File: src/rtl/cond_pkg.sv
// cond_pkg: shared definitions for the conditional-execution block.
//   - 4-bit ARM condition code constants
//   - bit positions of N, Z, C, V inside the 4-bit flag vector
//   - flag group indices (NZ group / CV group) used for FlagW and flag enables
package cond_pkg;

  // ARM condition codes
  localparam logic [3:0] COND_EQ = 4'b0000;
  localparam logic [3:0] COND_NE = 4'b0001;
  localparam logic [3:0] COND_CS = 4'b0010;
  localparam logic [3:0] COND_CC = 4'b0011;
  localparam logic [3:0] COND_MI = 4'b0100;
  localparam logic [3:0] COND_PL = 4'b0101;
  localparam logic [3:0] COND_VS = 4'b0110;
  localparam logic [3:0] COND_VC = 4'b0111;
  localparam logic [3:0] COND_HI = 4'b1000;
  localparam logic [3:0] COND_LS = 4'b1001;
  localparam logic [3:0] COND_GE = 4'b1010;
  localparam logic [3:0] COND_LT = 4'b1011;
  localparam logic [3:0] COND_GT = 4'b1100;
  localparam logic [3:0] COND_LE = 4'b1101;
  localparam logic [3:0] COND_AL = 4'b1110;
  localparam logic [3:0] COND_NV = 4'b1111;

  // Flag bit positions in {N,Z,C,V}
  localparam int FLAG_N = 3;
  localparam int FLAG_Z = 2;
  localparam int FLAG_C = 1;
  localparam int FLAG_V = 0;

  // Flag groups: bit 1 of FlagW covers N,Z; bit 0 covers C,V
  localparam int GRP_NZ = 1;
  localparam int GRP_CV = 0;

  // The "else" slot of an IT block uses the base condition with bit 0 flipped
  function automatic logic [3:0] invert_cond(input logic [3:0] cond);
    return {cond[3:1], ~cond[0]};
  endfunction

endpackage

File: src/rtl/cond_eval.sv
// cond_eval: purely combinational ARM condition check.
// Ports:
//   cond  [3:0]  condition code to evaluate
//   flags [3:0]  {N,Z,C,V}
//   pass         1 when the condition holds for the given flags
module cond_eval
  import cond_pkg::*;
(
  input  logic [3:0] cond,
  input  logic [3:0] flags,
  output logic       pass
);

  logic n_s, z_s, c_s, v_s;

  assign n_s = flags[FLAG_N];
  assign z_s = flags[FLAG_Z];
  assign c_s = flags[FLAG_C];
  assign v_s = flags[FLAG_V];

  // Decode the condition code against the current flags
  always_comb begin
    pass = 1'b1;
    case (cond)
      COND_EQ: pass = z_s;
      COND_NE: pass = ~z_s;
      COND_CS: pass = c_s;
      COND_CC: pass = ~c_s;
      COND_MI: pass = n_s;
      COND_PL: pass = ~n_s;
      COND_VS: pass = v_s;
      COND_VC: pass = ~v_s;
      COND_HI: pass = c_s & ~z_s;
      COND_LS: pass = ~c_s | z_s;
      COND_GE: pass = (n_s == v_s);
      COND_LT: pass = (n_s != v_s);
      COND_GT: pass = ~z_s & (n_s == v_s);
      COND_LE: pass = z_s | (n_s != v_s);
      COND_AL: pass = 1'b1;
      COND_NV: pass = 1'b1;
      default: pass = 1'b1;
    endcase
  end

endmodule

File: src/rtl/flopenr.sv
// flopenr: resettable flop with load enable (asynchronous active-high reset).
// Ports:
//   clk, reset   clock / async reset (clears q to 0)
//   en           load d on the rising edge when set
//   d, q         WIDTH-bit data in / registered data out
module flopenr #(
  parameter int WIDTH = 2
) (
  input  logic             clk,
  input  logic             reset,
  input  logic             en,
  input  logic [WIDTH-1:0] d,
  output logic [WIDTH-1:0] q
);

  // Storage with async clear and synchronous load enable
  always_ff @(posedge clk or posedge reset) begin
    if (reset) begin
      q <= '0;
    end else if (en) begin
      q <= d;
    end
  end

endmodule

File: src/rtl/condlogic_it.sv
// condlogic_it: condition logic for a multicycle ARM-style core with
// IT (if-then) predication blocks.
// Ports:
//   clk, reset                 clock / asynchronous active-high reset
//   Cond [3:0]                 condition field of the current instruction
//   ALUFlags [3:0]             {N,Z,C,V} produced by the ALU
//   FlagW [1:0]                bit1 writes N,Z; bit0 writes C,V
//   PCS, NextPC, RegW, MemW    write requests from decoder / control FSM
//   InstrDone                  one-cycle pulse when an instruction retires
//   ITStart, ITLen, ITMask,    load a predication block: length, per-slot
//   ITCond                     then/else bits (slot 0 = LSB), base condition
//   PCWrite, RegWrite,         write enables gated by the condition
//   MemWrite
//   CondEx                     effective condition passed
//   Flags [3:0]                architectural {N,Z,C,V}
//   ITActive                   predication block in progress
module condlogic_it
  import cond_pkg::*;
#(
  parameter int ITDEPTH   = 4,
  parameter int FLAGDELAY = 1
) (
  input  logic               clk,
  input  logic               reset,
  input  logic [3:0]         Cond,
  input  logic [3:0]         ALUFlags,
  input  logic [1:0]         FlagW,
  input  logic               PCS,
  input  logic               NextPC,
  input  logic               RegW,
  input  logic               MemW,
  input  logic               InstrDone,
  input  logic               ITStart,
  input  logic [3:0]         ITLen,
  input  logic [ITDEPTH-1:0] ITMask,
  input  logic [3:0]         ITCond,
  output logic               PCWrite,
  output logic               RegWrite,
  output logic               MemWrite,
  output logic               CondEx,
  output logic [3:0]         Flags,
  output logic               ITActive
);

  localparam logic [3:0] DEPTH_L = 4'(ITDEPTH);

  // IT block state. The mask is widened to 8 entries so the 3-bit slot
  // index always addresses a real bit, whatever ITDEPTH is.
  logic [3:0] count_q, count_d;
  logic [2:0] slot_q,  slot_d;
  logic [7:0] mask_q,  mask_d;
  logic [3:0] cond_q,  cond_d;

  logic [3:0] len_s;
  logic [3:0] eff_cond_s;
  logic [1:0] flag_en_s;

  assign ITActive = (count_q != 4'd0);

  // Clamp requested block length to the supported depth
  always_comb begin
    if (ITLen > DEPTH_L) begin
      len_s = DEPTH_L;
    end else begin
      len_s = ITLen;
    end
  end

  // Effective condition: instruction field outside a block, block condition
  // (possibly inverted for an "else" slot) inside it
  always_comb begin
    if (ITActive) begin
      if (mask_q[slot_q]) begin
        eff_cond_s = cond_q;
      end else begin
        eff_cond_s = invert_cond(cond_q);
      end
    end else begin
      eff_cond_s = Cond;
    end
  end

  cond_eval u_cond_eval (
    .cond  (eff_cond_s),
    .flags (Flags),
    .pass  (CondEx)
  );

  assign RegWrite = RegW & CondEx;
  assign MemWrite = MemW & CondEx;
  assign PCWrite  = (PCS & CondEx) | NextPC;

  // IT next state: a new block load overrides retirement; a taken branch
  // ends the block; a failed instruction still consumes its slot
  always_comb begin
    count_d = count_q;
    slot_d  = slot_q;
    mask_d  = mask_q;
    cond_d  = cond_q;
    if (ITStart && (len_s != 4'd0)) begin
      count_d = len_s;
      slot_d  = 3'd0;
      mask_d  = 8'(ITMask);
      cond_d  = ITCond;
    end else if (InstrDone && ITActive) begin
      if (PCS && CondEx) begin
        count_d = 4'd0;
      end else begin
        count_d = count_q - 4'd1;
      end
      slot_d = slot_q + 3'd1;
    end else begin
      count_d = count_q;
    end
  end

  // IT state registers
  always_ff @(posedge clk or posedge reset) begin
    if (reset) begin
      count_q <= 4'd0;
      slot_q  <= 3'd0;
      mask_q  <= 8'd0;
      cond_q  <= 4'd0;
    end else begin
      count_q <= count_d;
      slot_q  <= slot_d;
      mask_q  <= mask_d;
      cond_q  <= cond_d;
    end
  end

  generate
    if (FLAGDELAY != 0) begin : g_flag_delay
      // The ALU result arrives one cycle after the condition is known
      logic [1:0] flag_write_q, flag_write_d;

      assign flag_write_d = FlagW & {2{CondEx}};

      // Deferred flag-write enables
      always_ff @(posedge clk or posedge reset) begin
        if (reset) begin
          flag_write_q <= 2'b00;
        end else begin
          flag_write_q <= flag_write_d;
        end
      end

      assign flag_en_s = flag_write_q;
    end else begin : g_flag_direct
      assign flag_en_s = FlagW & {2{CondEx}};
    end
  endgenerate

  flopenr #(.WIDTH(2)) u_flags_nz (
    .clk   (clk),
    .reset (reset),
    .en    (flag_en_s[GRP_NZ]),
    .d     (ALUFlags[3:2]),
    .q     (Flags[3:2])
  );

  flopenr #(.WIDTH(2)) u_flags_cv (
    .clk   (clk),
    .reset (reset),
    .en    (flag_en_s[GRP_CV]),
    .d     (ALUFlags[1:0]),
    .q     (Flags[1:0])
  );

endmodule

File: config.mk
export PLATFORM = sky130hd
export DESIGN_NAME = condlogic_it
export DESIGN_NICKNAME = d
export VERILOG_FILES = /design/src/rtl/cond_pkg.sv /design/src/rtl/cond_eval.sv /design/src/rtl/flopenr.sv /design/src/rtl/condlogic_it.sv
export SDC_FILE = /design/constraint.sdc
export NUM_CORES = 1
export LEC_CHECK = 0
export ABC_AREA = 1
export CORE_MARGIN = 4
export CORE_UTILIZATION = 47
export DETAILED_ROUTE_END_ITERATION = 6
export PLACE_DENSITY = 0.79
export SLEW_MARGIN = 40
export SYNTH_ARGS = -nofsm -noshare
export SYNTH_HDL_FRONTEND = slang
export SYNTH_SLANG_ARGS = --single-unit
File: constraint.sdc
create_clock -name clk -period 2.5 [get_ports clk]
set_clock_uncertainty 0.05 [all_clocks]
set_input_delay 0.5 -clock clk [delete_from_list [all_inputs] [get_ports clk]]
set_output_delay 0.5 -clock clk [all_outputs]
set_load 0.02 [all_outputs]
==> results by group <==
Final layout
  • Non-Filler Instances: 301
  • Layout net count: 303
  • Layout cells sized above 1: 0.300
  • Antenna cells: 0
  • Area grow syn2layout: 62.5%

Clock tree
  • H-tree Lvls: 1
  • Clock latency on the worst-skew pair: 0.32 ns
  • Clock Sinks: 21
  • Inserted Clock Buffers: 3
  • Clock-pin slew on the worst setup and hold paths: 0.12 ns
  • CTS tree: yes
  • Clock root buffer: clkbuf_4
  • CTS Hold Buffers Added: 0
  • Maximum buffer depth of the clock tree: 2

Placed design
  • Detailed Place HPWL: 2.67 mm
  • RePlAce Congestion: 0.883
  • PortBufs: 38
  • Placed cell count: 286
  • Pre-CTS setup slack: -0.670 ns

Global routing
  • Vias in the first global route: 1432
  • First-pass GRT wire length: 6.07 mm
  • Largest net degree at the start of global routing: 22
  • Initial antenna violation count: 0
  • Global route overflow: 0
  • GRT Total Usage: 0.215

Synthesis
  • Post-Syn Instances: 192
  • Number of synthesized register bits: 21
  • Synth top area share: 0.396
  • Ys async rst share: 1.00
  • Commonest cells post-synth: nand2_1, inv_1, nand3_1
  • Sequential cell area fraction in the yosys report: 0.396
  • Dominant cells by area after synthesis: dfrtp_1, nand2_1, nand3_1
  • Avg Inst Size Synth: 6.91 sq um
  • Cell taking the most area after synthesis: dfrtp_1
  • Most frequent cell after synthesis: nand2_1
  • Synth warn: 0
  • Synthesized cell area: 1330 sq um
  • Most used DFF post-synth: dfrtp_1
  • Distinct cells, synth: 24
  • Synthesized Nets: 224
  • Post-synth EDFFs: 0

Pwr
  • Peak supply drop: 1.06 mV
  • Power Dens Cells: 1180 nW/um^2
  • Leakage: 1.11 nW

STA
  • Min Tclk post-route: 2.81 ns
  • Final worst slack: -0.312 ns
  • # setup viols final: 4
  • Max Clock Freq: 0.356 GHz
  • Max-slew violations: 0
  • Crit share post-route: 1.12
  • RSZ-0062 raised after global routing: true
  • Worst-Margin Slew: 0.338 ns
  • Hold_ws: 0.450 ns
  • Hold Fails Final Rpt: 0
  • Max-slew headroom: 0.773

Worst setup path
  • Startpoint Class: register
  • Reg-to-reg setup timing slack: 0.29 ns
  • Crit path required time: 1.95 ns
  • Crit path DAT: 2.26 ns
  • CP Max Fanout: 6
  • Crit Path Category: register to primary output
  • R2r endpoint: count_q[1]$_DFFE_PP0P_
  • Cell depth of the worst flop-to-flop path: 17
  • Worst Setup End Kind: primary output
  • FF-to-FF Start: count_q[0]$_DFFE_PP0P_

Outcome
  • Status: finished, violations left
  • Failing checks: setup timing

Drt
  • Vias: 1582
  • 1st-pass router iterations: 4
  • WL/cell: 13.6 um
  • Via/cell ratio: 5.26
  • DRC errors left: 0
  • WL final: 4.08 mm
  • Post-DRT Antenna Nets: 0
  • DR iter-0 viols: 79

Floorplan
  • Chip Width: 61.1 um
  • Starting Density: 0.485
  • Overall die height: 61.1 um
  • Die ar.: 3740 sq um
  • FP Rows: 19
  • Core box area: 2730 sq um
  • I/O pin count: 39

Min path
  • Worst Hold Class: input pin to asynchronous set/reset pin

Job
  • Max Cap Viol: 0
## critical path, stage by stage, from the launching register on
cell	delay [ns]
dfrtp_1	0.42
inv_2	0.08
ha_4	0.17
buf_6	0.12
nand3_2	0.09
nand2_4	0.11
nand2_2	0.08
nand2_2	0.07
nand3_2	0.06
inv_1	0.05
nand2_1	0.05
nand2_1	0.05
nor2_1	0.04
nor2_1	0.11
nand3_2	0.13
nand2_4	0.12
nor2_1	0.05
buf_4	0.15
## worst max path at each step
| stage | startpoint | to | depth (start not counted) |
|---|---|---|---|
| finish | count_q[0]$_DFFE_PP0P_ | RegWrite | 17 |
| global route | count_q[0]$_DFFE_PP0P_ | RegWrite | 17 |
| CTS | count_q[0]$_DFFE_PP0P_ | MemWrite | 15 |
| detailed placement | Cond[3] | MemWrite | 14 |
| global placement | Cond[3] | RegWrite | 14 |
| floorplan | count_q[0]$_DFFE_PP0P_ | MemWrite | 14 |
## final cells by class
type,count,area [sq um]
well taps,31,38.8
multi-input cells,141,800
repair buffers,73,648
clock buffers,4,26.3
flip-flops and latches,21,526
inverters,31,116
fillers,179,579
## cells by family after synthesis
family                   after synthesis  synth area share
AND/OR/NAND/NOR                      114             0.386
buffers and inverters                 32            0.0906
flip-flops                            21             0.396
AO/OA/AOI/OAI                         19            0.0821
XOR/XNOR                               4            0.0264
adder cells (fa/ha/maj)                2            0.0189
## metal layers
metal	GRT usage	vias up	wire, um
met5	0	-	0
met4	0.0650	0	88
met3	0.0419	10	273
met2	0.372	63	2110
met1	0.269	748	1610
li1	-	761	-
## through the flow
step | TNS (ns) | total power (W) | instance area [sq um] | utilization
finish | -1.20 | 0.00255 | 2150 | 0.788
global route | -1.78 | 0.00273 | 2150 | 0.788
CTS | -0.943 | 0.00231 | 2070 | 0.757
detailed placement | -2.32 | 0.00196 | 1940 | 0.708
global placement | -2.14 | 0.00194 | 1940 | 0.708
floorplan | -0.0799 | 0.00131 | 1330 | -
## cells in the final DEF, fill, tap and decap left out, types with 2 or more instances in the layout
cell             instances
buf_4                   35
clkbuf_4                 3
nand4_1                  3
nand3_1                 15
nand2_4                  4
inv_2                    6
clkdlybuf4s50_1         34
xor2_1                   2
nor3_1                   2
nor2_1                  16
nand2_1                 49
inv_1                   24
nand3_2                  8
nor2_2                   4
o21ai_0                 12
buf_6                    4
nand2_2                  9
dfrtp_1                 21
xnor2_1                  2
a21oi_1                  4
## power by group
group | switching, W | internal (W)
registers | 0.0000677 | 0.000430
clock network | 0.000111 | 0.0000626
logic | 0.00100 | 0.000881
## timing repair
item | CTS | global route
buffers inserted | 7 | 2
gates cloned | 2 | 0
setup endpoints to repair | 4 | 4
gates resized for setup | 33 | 20
pin swaps | 7 | 7
endpoints found under the hold margin | 0 | 0
## sequential cells by signal (all words and copies together), names as in the netlist
name / flops
count_q: 4
u_flags_cv.q: 2
cond_q: 4
slot_q: 3
mask_q: 4
u_flags_nz.q: 2
flag_en_s: 2
(Power assumes the default switching activity.)
